===== config.mk =====
export PLATFORM = sky130hd
export DESIGN_NAME = ir_cmd_scheduler
export DESIGN_NICKNAME = d
export VERILOG_FILES = /design/src/rtl/ir_cmd_scheduler.sv
export SDC_FILE = /design/constraint.sdc
export NUM_CORES = 1
export LEC_CHECK = 0
export ABC_AREA = 1
export CAP_MARGIN = 20
export CORE_MARGIN = 1
export CORE_UTILIZATION = 48
export DETAILED_ROUTE_END_ITERATION = 8
export PLACE_DENSITY = 0.63
export SYNTH_ARGS = -nofsm -noshare
export SYNTH_HDL_FRONTEND = slang
export SYNTH_SLANG_ARGS = --single-unit

===== constraint.sdc =====
create_clock -name clk -period 10.75 [get_ports clk]
set_clock_uncertainty 0.15 [all_clocks]
set_input_delay 2.15 -clock clk [delete_from_list [all_inputs] [get_ports clk]]
set_output_delay 2.15 -clock clk [all_outputs]
set_load 0.01 [all_outputs]

===== src/rtl/ir_cmd_scheduler.sv =====
// ir_cmd_scheduler: turns four debounced push-buttons into Samsung-style IR command frames.
//
// Each active-low KEY bit passes a 2-flop synchronizer and a per-key debounce counter. A
// debounced press latches a pending request. A round-robin arbiter hands one request at a time
// to the protocol engine as a 32-bit frame word. After the engine reports completion, a mandatory
// idle gap is observed before the next grant.
//
// Optional feature: define IR_REPEAT_EN to enable the HOLD state. In that build a key that is
// still held after the gap re-issues its command every RPT_CYCLES.
//
// Ports:
//   clk        system clock; all state changes on the rising edge
//   reset      asynchronous, active-high reset
//   KEY[3:0]   raw push-buttons, active-low, asynchronous to clk
//   cmd_ready  protocol engine can accept a command this cycle
//   tx_done    one-cycle pulse: protocol engine finished the frame
//   command    frame word {ADDR, ADDR, data, ~data}, MSB first
//   cmd_valid  command valid, held until accepted
//   grant_id   index of the key owning the current/last command
//   busy       high whenever the scheduler is not idle
module ir_cmd_scheduler #(
    parameter int unsigned DEB_CYCLES = 500000,
    parameter int unsigned GAP_CYCLES = 5000000,
    parameter int unsigned RPT_CYCLES = 5000000,
    parameter logic [7:0]  ADDR       = 8'h07,
    parameter logic [7:0]  CMD0       = 8'h02,
    parameter logic [7:0]  CMD1       = 8'h07,
    parameter logic [7:0]  CMD2       = 8'h0B,
    parameter logic [7:0]  CMD3       = 8'h0F
) (
    input  logic        clk,
    input  logic        reset,
    input  logic [3:0]  KEY,
    input  logic        cmd_ready,
    input  logic        tx_done,
    output logic [31:0] command,
    output logic        cmd_valid,
    output logic [1:0]  grant_id,
    output logic        busy
);

    localparam int unsigned DW     = $clog2(DEB_CYCLES + 1);
    localparam int unsigned MaxCnt = (GAP_CYCLES > RPT_CYCLES) ? GAP_CYCLES : RPT_CYCLES;
    localparam int unsigned GW     = $clog2(MaxCnt + 1);

    localparam logic [DW-1:0] DebLast = DW'(DEB_CYCLES - 1);
    localparam logic [GW-1:0] GapLast = GW'(GAP_CYCLES - 1);
`ifdef IR_REPEAT_EN
    localparam logic [GW-1:0] RptLast = GW'(RPT_CYCLES - 1);
`endif

    typedef enum logic [2:0] {
        StIdle,
        StIssue,
        StWaitDone,
`ifdef IR_REPEAT_EN
        StHold,
`endif
        StGap
    } state_e;

    state_e        r_state;
    state_e        w_state_d;

    logic [3:0]    r_sync1;
    logic [3:0]    r_sync2;
    logic [3:0]    r_deb;
    logic [DW-1:0] r_deb_cnt [4];
    logic [3:0]    w_deb_flip;
    logic [3:0]    w_press;

    logic [3:0]    r_pending;
    logic [3:0]    w_pend_clr;
    logic [3:0]    w_rpt_set;
    logic [3:0]    w_grant_oh;

    logic [1:0]    r_grant;
    logic [31:0]   r_command;
    logic [GW-1:0] r_gap_cnt;

    logic          w_rr_found;
    logic [1:0]    w_rr_idx;
    logic [1:0]    w_rr_try;
    logic [7:0]    w_data;

    function automatic logic [7:0] key_data(input logic [1:0] k);
        unique case (k)
            2'd0:    key_data = CMD0;
            2'd1:    key_data = CMD1;
            2'd2:    key_data = CMD2;
            default: key_data = CMD3;
        endcase
    endfunction

    // Synchronizer and debounce. The counter only advances while the synchronized sample
    // disagrees with the debounced state; any agreeing sample restarts the stability window.
    always_ff @(posedge clk or posedge reset) begin
        if (reset) begin
            r_sync1 <= 4'hF;
            r_sync2 <= 4'hF;
            r_deb   <= 4'hF;
            for (int i = 0; i < 4; i++) begin
                r_deb_cnt[i] <= '0;
            end
        end else begin
            r_sync1 <= KEY;
            r_sync2 <= r_sync1;
            for (int i = 0; i < 4; i++) begin
                if (r_sync2[i] == r_deb[i]) begin
                    r_deb_cnt[i] <= '0;
                end else if (w_deb_flip[i]) begin
                    r_deb_cnt[i] <= '0;
                    r_deb[i]     <= r_sync2[i];
                end else begin
                    r_deb_cnt[i] <= r_deb_cnt[i] + DW'(1);
                end
            end
        end
    end

    always_comb begin
        w_deb_flip = '0;
        w_press    = '0;
        for (int i = 0; i < 4; i++) begin
            w_deb_flip[i] = (r_sync2[i] != r_deb[i]) && (r_deb_cnt[i] == DebLast);
            // Debounced 1->0 only; releases never raise a request.
            w_press[i]    = w_deb_flip[i] & r_deb[i];
        end
    end

    // Round-robin search starting one past the last grant; the last grant itself is tried last.
    always_comb begin
        w_rr_found = 1'b0;
        w_rr_idx   = r_grant;
        w_rr_try   = '0;
        for (int k = 1; k <= 4; k++) begin
            w_rr_try = r_grant + 2'(k);
            if (!w_rr_found && r_pending[w_rr_try]) begin
                w_rr_found = 1'b1;
                w_rr_idx   = w_rr_try;
            end
        end
    end

    assign w_data     = key_data(w_rr_idx);
    assign w_grant_oh = 4'b0001 << r_grant;
    assign w_pend_clr = ((r_state == StIssue) && cmd_ready) ? w_grant_oh : 4'b0000;

    // FSM: state register.
    always_ff @(posedge clk or posedge reset) begin
        if (reset) begin
            r_state <= StIdle;
        end else begin
            r_state <= w_state_d;
        end
    end

    // FSM: next state.
    always_comb begin
        w_state_d = r_state;
        w_rpt_set = '0;
        unique case (r_state)
            StIdle: begin
                if (w_rr_found) begin
                    w_state_d = StIssue;
                end
            end
            StIssue: begin
                if (cmd_ready) begin
                    w_state_d = StWaitDone;
                end
            end
            StWaitDone: begin
                if (tx_done) begin
                    w_state_d = StGap;
                end
            end
            StGap: begin
                if (r_gap_cnt == GapLast) begin
`ifdef IR_REPEAT_EN
                    w_state_d = StHold;
`else
                    w_state_d = StIdle;
`endif
                end
            end
`ifdef IR_REPEAT_EN
            StHold: begin
                if (r_deb[r_grant] || |(r_pending & ~w_grant_oh)) begin
                    w_state_d = StIdle;
                end else if (r_gap_cnt == RptLast) begin
                    w_rpt_set = w_grant_oh;
                    w_state_d = StIdle;
                end
            end
`endif
            default: w_state_d = StIdle;
        endcase
    end

    // FSM: outputs.
    always_comb begin
        cmd_valid = (r_state == StIssue);
        busy      = (r_state != StIdle);
        command   = r_command;
        grant_id  = r_grant;
    end

    // Datapath: pending set, grant/command capture and the shared gap/repeat counter.
    always_ff @(posedge clk or posedge reset) begin
        if (reset) begin
            r_pending <= '0;
            r_grant   <= 2'd3;
            r_command <= '0;
            r_gap_cnt <= '0;
        end else begin
            // New presses win over the acceptance clear so a re-press is never lost.
            r_pending <= (r_pending & ~w_pend_clr) | w_press | w_rpt_set;
            if ((r_state == StIdle) && w_rr_found) begin
                r_grant   <= w_rr_idx;
                r_command <= {ADDR, ADDR, w_data, ~w_data};
            end
            if (w_state_d != r_state) begin
                r_gap_cnt <= '0;
            end else if (r_gap_cnt != {GW{1'b1}}) begin
                r_gap_cnt <= r_gap_cnt + GW'(1);
            end
        end
    end

endmodule


After elaboration in Yosys (flattened, before gate mapping)

Index checks and enable logic that the tools add are counted.

Add/sub/neg operators: 8
Equality and inequality tests: 20
$lt $le $gt $ge: 4
Shift operators: 1
Reduce and logical (&&, ||, !) cells: 20
Bitwise gates (word level): 12
Muxes and demuxes: 33

Operators by type and width:

| operator                                                                     | count |
|---|---|
| 19-bit two-way mux                                                           | 8 |
| 19-bit by 1-bit adder with 19-bit output, second input constant              | 4 |
| 19-bit == test, second input constant                                        | 4 |
| 23-bit two-way mux                                                           | 2 |
| 23-bit by 1-bit adder with 23-bit output, second input constant              | 1 |
| 23-bit == test, second input constant                                        | 1 |
| 23-bit != test, second input constant                                        | 1 |
| 2-bit by 3-bit less-than comparator with 1-bit output, second input constant | 4 |
| 3-bit two-way mux                                                            | 4 |
| 3-bit case mux with 4 select lines                                           | 1 |
| 4-bit case mux with 3 select lines                                           | 1 |
| 1-bit logical AND                                                            | 9 |
| 1-bit binary-select mux with 2-bit select                                    | 4 |
| 1-bit two-way mux                                                            | 8 |
| 2-bit two-way mux                                                            | 4 |
| 4-bit NOT with 8-bit output                                                  | 1 |
| 2-bit AND reduction                                                          | 4 |
| 3-bit by 2-bit == test with 1-bit output, second input constant              | 2 |
| 2-bit adder, second input constant                                           | 2 |
| 1-bit bitwise AND                                                            | 4 |
| 4-bit bitwise AND                                                            | 1 |
| 1-bit == test                                                                | 4 |
| 4-bit two-way mux                                                            | 1 |
| 1-bit != test                                                                | 4 |
| other kinds (14)                                                             | 19 |

Output and inout bits: 36
Flip-flop bits (word level): 137
Logic and storage cells: 113
Bits of input ports: 8

Depth between registers and ports, before layout

Depth in word-level cells: 17
Depth in mapped cells: 13
Depth with buffers taken out: 12

Least setup slack after synthesis

OpenSTA, ideal clock, no wires.

Kind: reg2out
Start point: register r_state[2]
End point: output busy
Slack: 7.661 ns
Buffers on the path: 0
Required time: 8.450 ns
Data arrival time: 0.789 ns
Stages on the path, launching flop included: 5
Cells stage by stage: dfrtp_1 > nor2_1 > inv_1 > nor2_1 > inv_1

Cells in the longest elaborated chain, start to end: 1

Ends and longest elaborated chain:

| what                   | RTL line | text |
|---|---|---|
| start, declared        | 62       | `state_e r_state;` |
| start signal, assigned | 152      | `r_state <= StIdle;` |
| start signal, assigned | 154      | `r_state <= w_state_d;` |
| 3-bit nonzero test     | 204      | `busy = (r_state != StIdle);` |
| end, declared          | 39       | `output logic busy` |

No other way between the ends.

Final worst setup path

Start point: register r_state[2]
End point: output cmd_valid

Cells in the longest elaborated chain, start to end: 1

Ends and longest elaborated chain:

| what                                     | RTL line | text |
|---|---|---|
| 3-bit by 1-bit == test with 1-bit output | 203      | `cmd_valid = (r_state == StIssue);` |
| end, declared                            | 37       | `output logic cmd_valid,` |

No other way between the ends.

==> results.yml <==
sta:
  layout_setup_ws_ns: 6.56
  setup_viol_count_final: 0
  relSlewSlack: 0.320
  fin_crit_ns: 4.19
  slew_viol_final: 0
  max_freq_ghz: 0.239
  finalSetupTns_ns: 0
  rsz0062_at_grt: "no"
  final_hold_viol_count: 0
  fin_crit_sh: 0.390
  tightest_slew_ns: 1.01
die:
  rows: 43
  die_area_um2: 14900
  core_area_um2: 14000
  initial_core_util: 0.494
  dieHeight_um: 122
  ios: 44
  dieWidth_um: 122
clocking:
  h-tree-depth: 4
  clkTransAtPathRegs_ns: 0.05
  numCtsBuffers: 17
  ctsLongestPathBuffers: 2
  clock-sinks: 127
  worstSkewPairLatency_ns: 0.42
  cts_setup_buffers: 0
  ctsResizeCount: 0
  holdBufCountCts: 0
  root_buffer: "clkbuf_16"
  cts_tree: "built"
placement:
  dp_slack_ns: 6.47
  place_congestion: 0.883
  port_buffers: 28
  dpl.hpwl_mm: 10.3
yosys:
  synth_area_um2: 6910
  synthMuxAreaShare: 0.00326
  synth_compound_area_frac: 0.0595
  ys_types: 42
  synth-seq-cells: 127
  synthCells: 876
  yosys_warnings: 0
  synth_edf_count: 0
  synth-xor-area-share: 0.0443
  ys.flop_type: "dfrtp_1"
  avgSynthCellArea_um2: 7.89
  ys_seq_area_frac: 0.462
  synth_top_family_by_area: "simple AND/OR/NAND/NOR gates"
  synth-async-reset-ratio: 1.00
  yosys.area_share.simple: 0.323
  synthAdderAreaFrac: 0.0163
pwr:
  p_leak_nw: 3.37
  powerDensity_nw_per_um2: 172
  totalPowerFinal_mw: 1.34
  ir_drop_mv: 0.118
drt:
  dr.pass1.iters: 5
  wl_per_cell_um: 13.0
  drtIter0Drc: 369
  vias: 5699
  routed_wl_mm: 14.3
  postRouteAntennaNets: 0
  vias_per_cell: 5.17
  drc: 0
global_routing:
  grt_pass1_vias: 5476
  grt_pass1_wl_mm: 24.6
  grt_start_max_net_pins: 75
  grt_usage: 0.209
  antenna_found_initial: 0
  grt_overflow: 0
worst_setup_path:
  critPathArrivalTime_ns: 1.89
  critPathLaunchType: "flop"
  critPathMaxFanout: 7
  r2r-end: "command[0]$_DFFE_PP0P_"
  required_ns: 8.45
  reg2reg_depth: 9
  r2r-start: "grant_id[1]$_DFFE_PP1P_"
  crit_type: "reg2out"
  end_kind: "primary output"
  ff2ff_setup_slack_ns: 8.17
cells_and_area:
  fillerInstances: 1274
  nNetsFinal: 926
  multi_input_area_um2: 3140
  final_common_cell: "nand2_1"
  syn_to_final_growth_pct: 13.1
  antenna_cells: 0
  regArea_um2: 3200
  layout_common_cells: "nand2_1 (166), nor2_1 (137), dfrtp_1 (113)"
  drive_above_1_share: 0.0813
run:
  drv_cap: 0
hold_path:
  min_from: "r_sync1[0]$_DFF_PP1_"
  worst_hold_path.num_cells: 0
  min_path_type: "reg2reg"
  holdPathEnd: "r_sync2[0]$_DFF_PP1_"
status:
  status: "finished clean"
## where the power goes
part	switching, mW	total, mW	internal, mW
logic	0.164	0.264	0.100
registers	0.0310	0.546	0.515
clock network	0.211	0.533	0.322
## synthesized netlist by cell type, drive strengths merged (2+ instances only)
cell type  count  share of area
a21oi         34          0.025
a22o           2         0.0025
a31oi          6         0.0054
and3           3         0.0027
buf           28          0.032
clkbuf         3         0.0016
dfrtp        113           0.41
dfstp         14          0.053
ha             9          0.016
inv          106          0.058
nand2        173          0.098
nand3         72          0.055
nand3b         4         0.0043
nand4         33          0.031
nor2         148          0.086
nor3          45          0.033
nor3b          6         0.0065
nor4           6         0.0054
o21a           3         0.0033
o21ai         23          0.017
xnor2          7         0.0089
xor2          28          0.035
## flip-flops by register name, indices dropped and copies added (netlist names)
signal,cells
r_pending,4
r_deb_cnt,76
command,7
r_sync1,4
r_gap_cnt,23
grant_id,2
r_state,3
r_deb,4
r_sync2,4
## area by class of cell
type | instances | share of cell area
clock buffers | 18 | 0.0562
clock inverters | 14 | 0.0152
inverters | 106 | 0.0512
multi-input cells | 627 | 0.402
flip-flops and latches | 127 | 0.409
well taps | 180 | 0.0288
repair buffers | 30 | 0.0378
## stage by stage
step	util	cells	area, um2	hold slack, ns
floorplan	-	891	6970	0.195
global placement	0.519	1070	7260	0.197
detailed placement	0.519	1070	7260	0.197
CTS	0.559	1102	7820	0.206
global route	0.559	1102	7820	0.211
finish	0.559	1102	7820	0.205
## metal layers
| layer | wire length (um) | GRT usage | vias to the layer above |
|---|---|---|---|
| met5 | 0 | 0 | - |
| met4 | 138 | 0.0748 | 0 |
| met3 | 557 | 0.0534 | 13 |
| met2 | 6790 | 0.336 | 123 |
| met1 | 6810 | 0.271 | 2666 |
| li1 | - | - | 2897 |
## worst max-delay path: stages, from the launching register on
cell and delay [ns]:
dfrtp_1 0.40, nor2_1 0.11, inv_1 0.08, nor2_2 0.28, clkdlybuf4s50_1 0.61
## cell families (layout without fill, tap and decap cells)
kind of cell               Yosys count  after routing
and+or+nand+nor                    492            492
adders and majority gates            9              9
xor gates and xnor gates            35             35
buffers and inverters              137            168
other                                1             16
muxes                                1              1
AOI/OAI and AO/OA                   74             74
DFF                                127            127
## worst max path at each step
stage                     slack (ns)            startpoint                      end
final                           6.56  r_state[2]$_DFF_PP0_                cmd_valid
after global routing            6.48  r_state[2]$_DFF_PP0_                cmd_valid
after CTS                       6.53  r_state[2]$_DFF_PP0_                cmd_valid
after detailed placement        6.47                 reset  r_deb_cnt[68]$_DFF_PP0_
after global placement          6.51                 reset  r_deb_cnt[67]$_DFF_PP0_
after floorplan                 5.09                 reset   command[0]$_DFFE_PP0P_
Power figures use the tool's default switching activity.
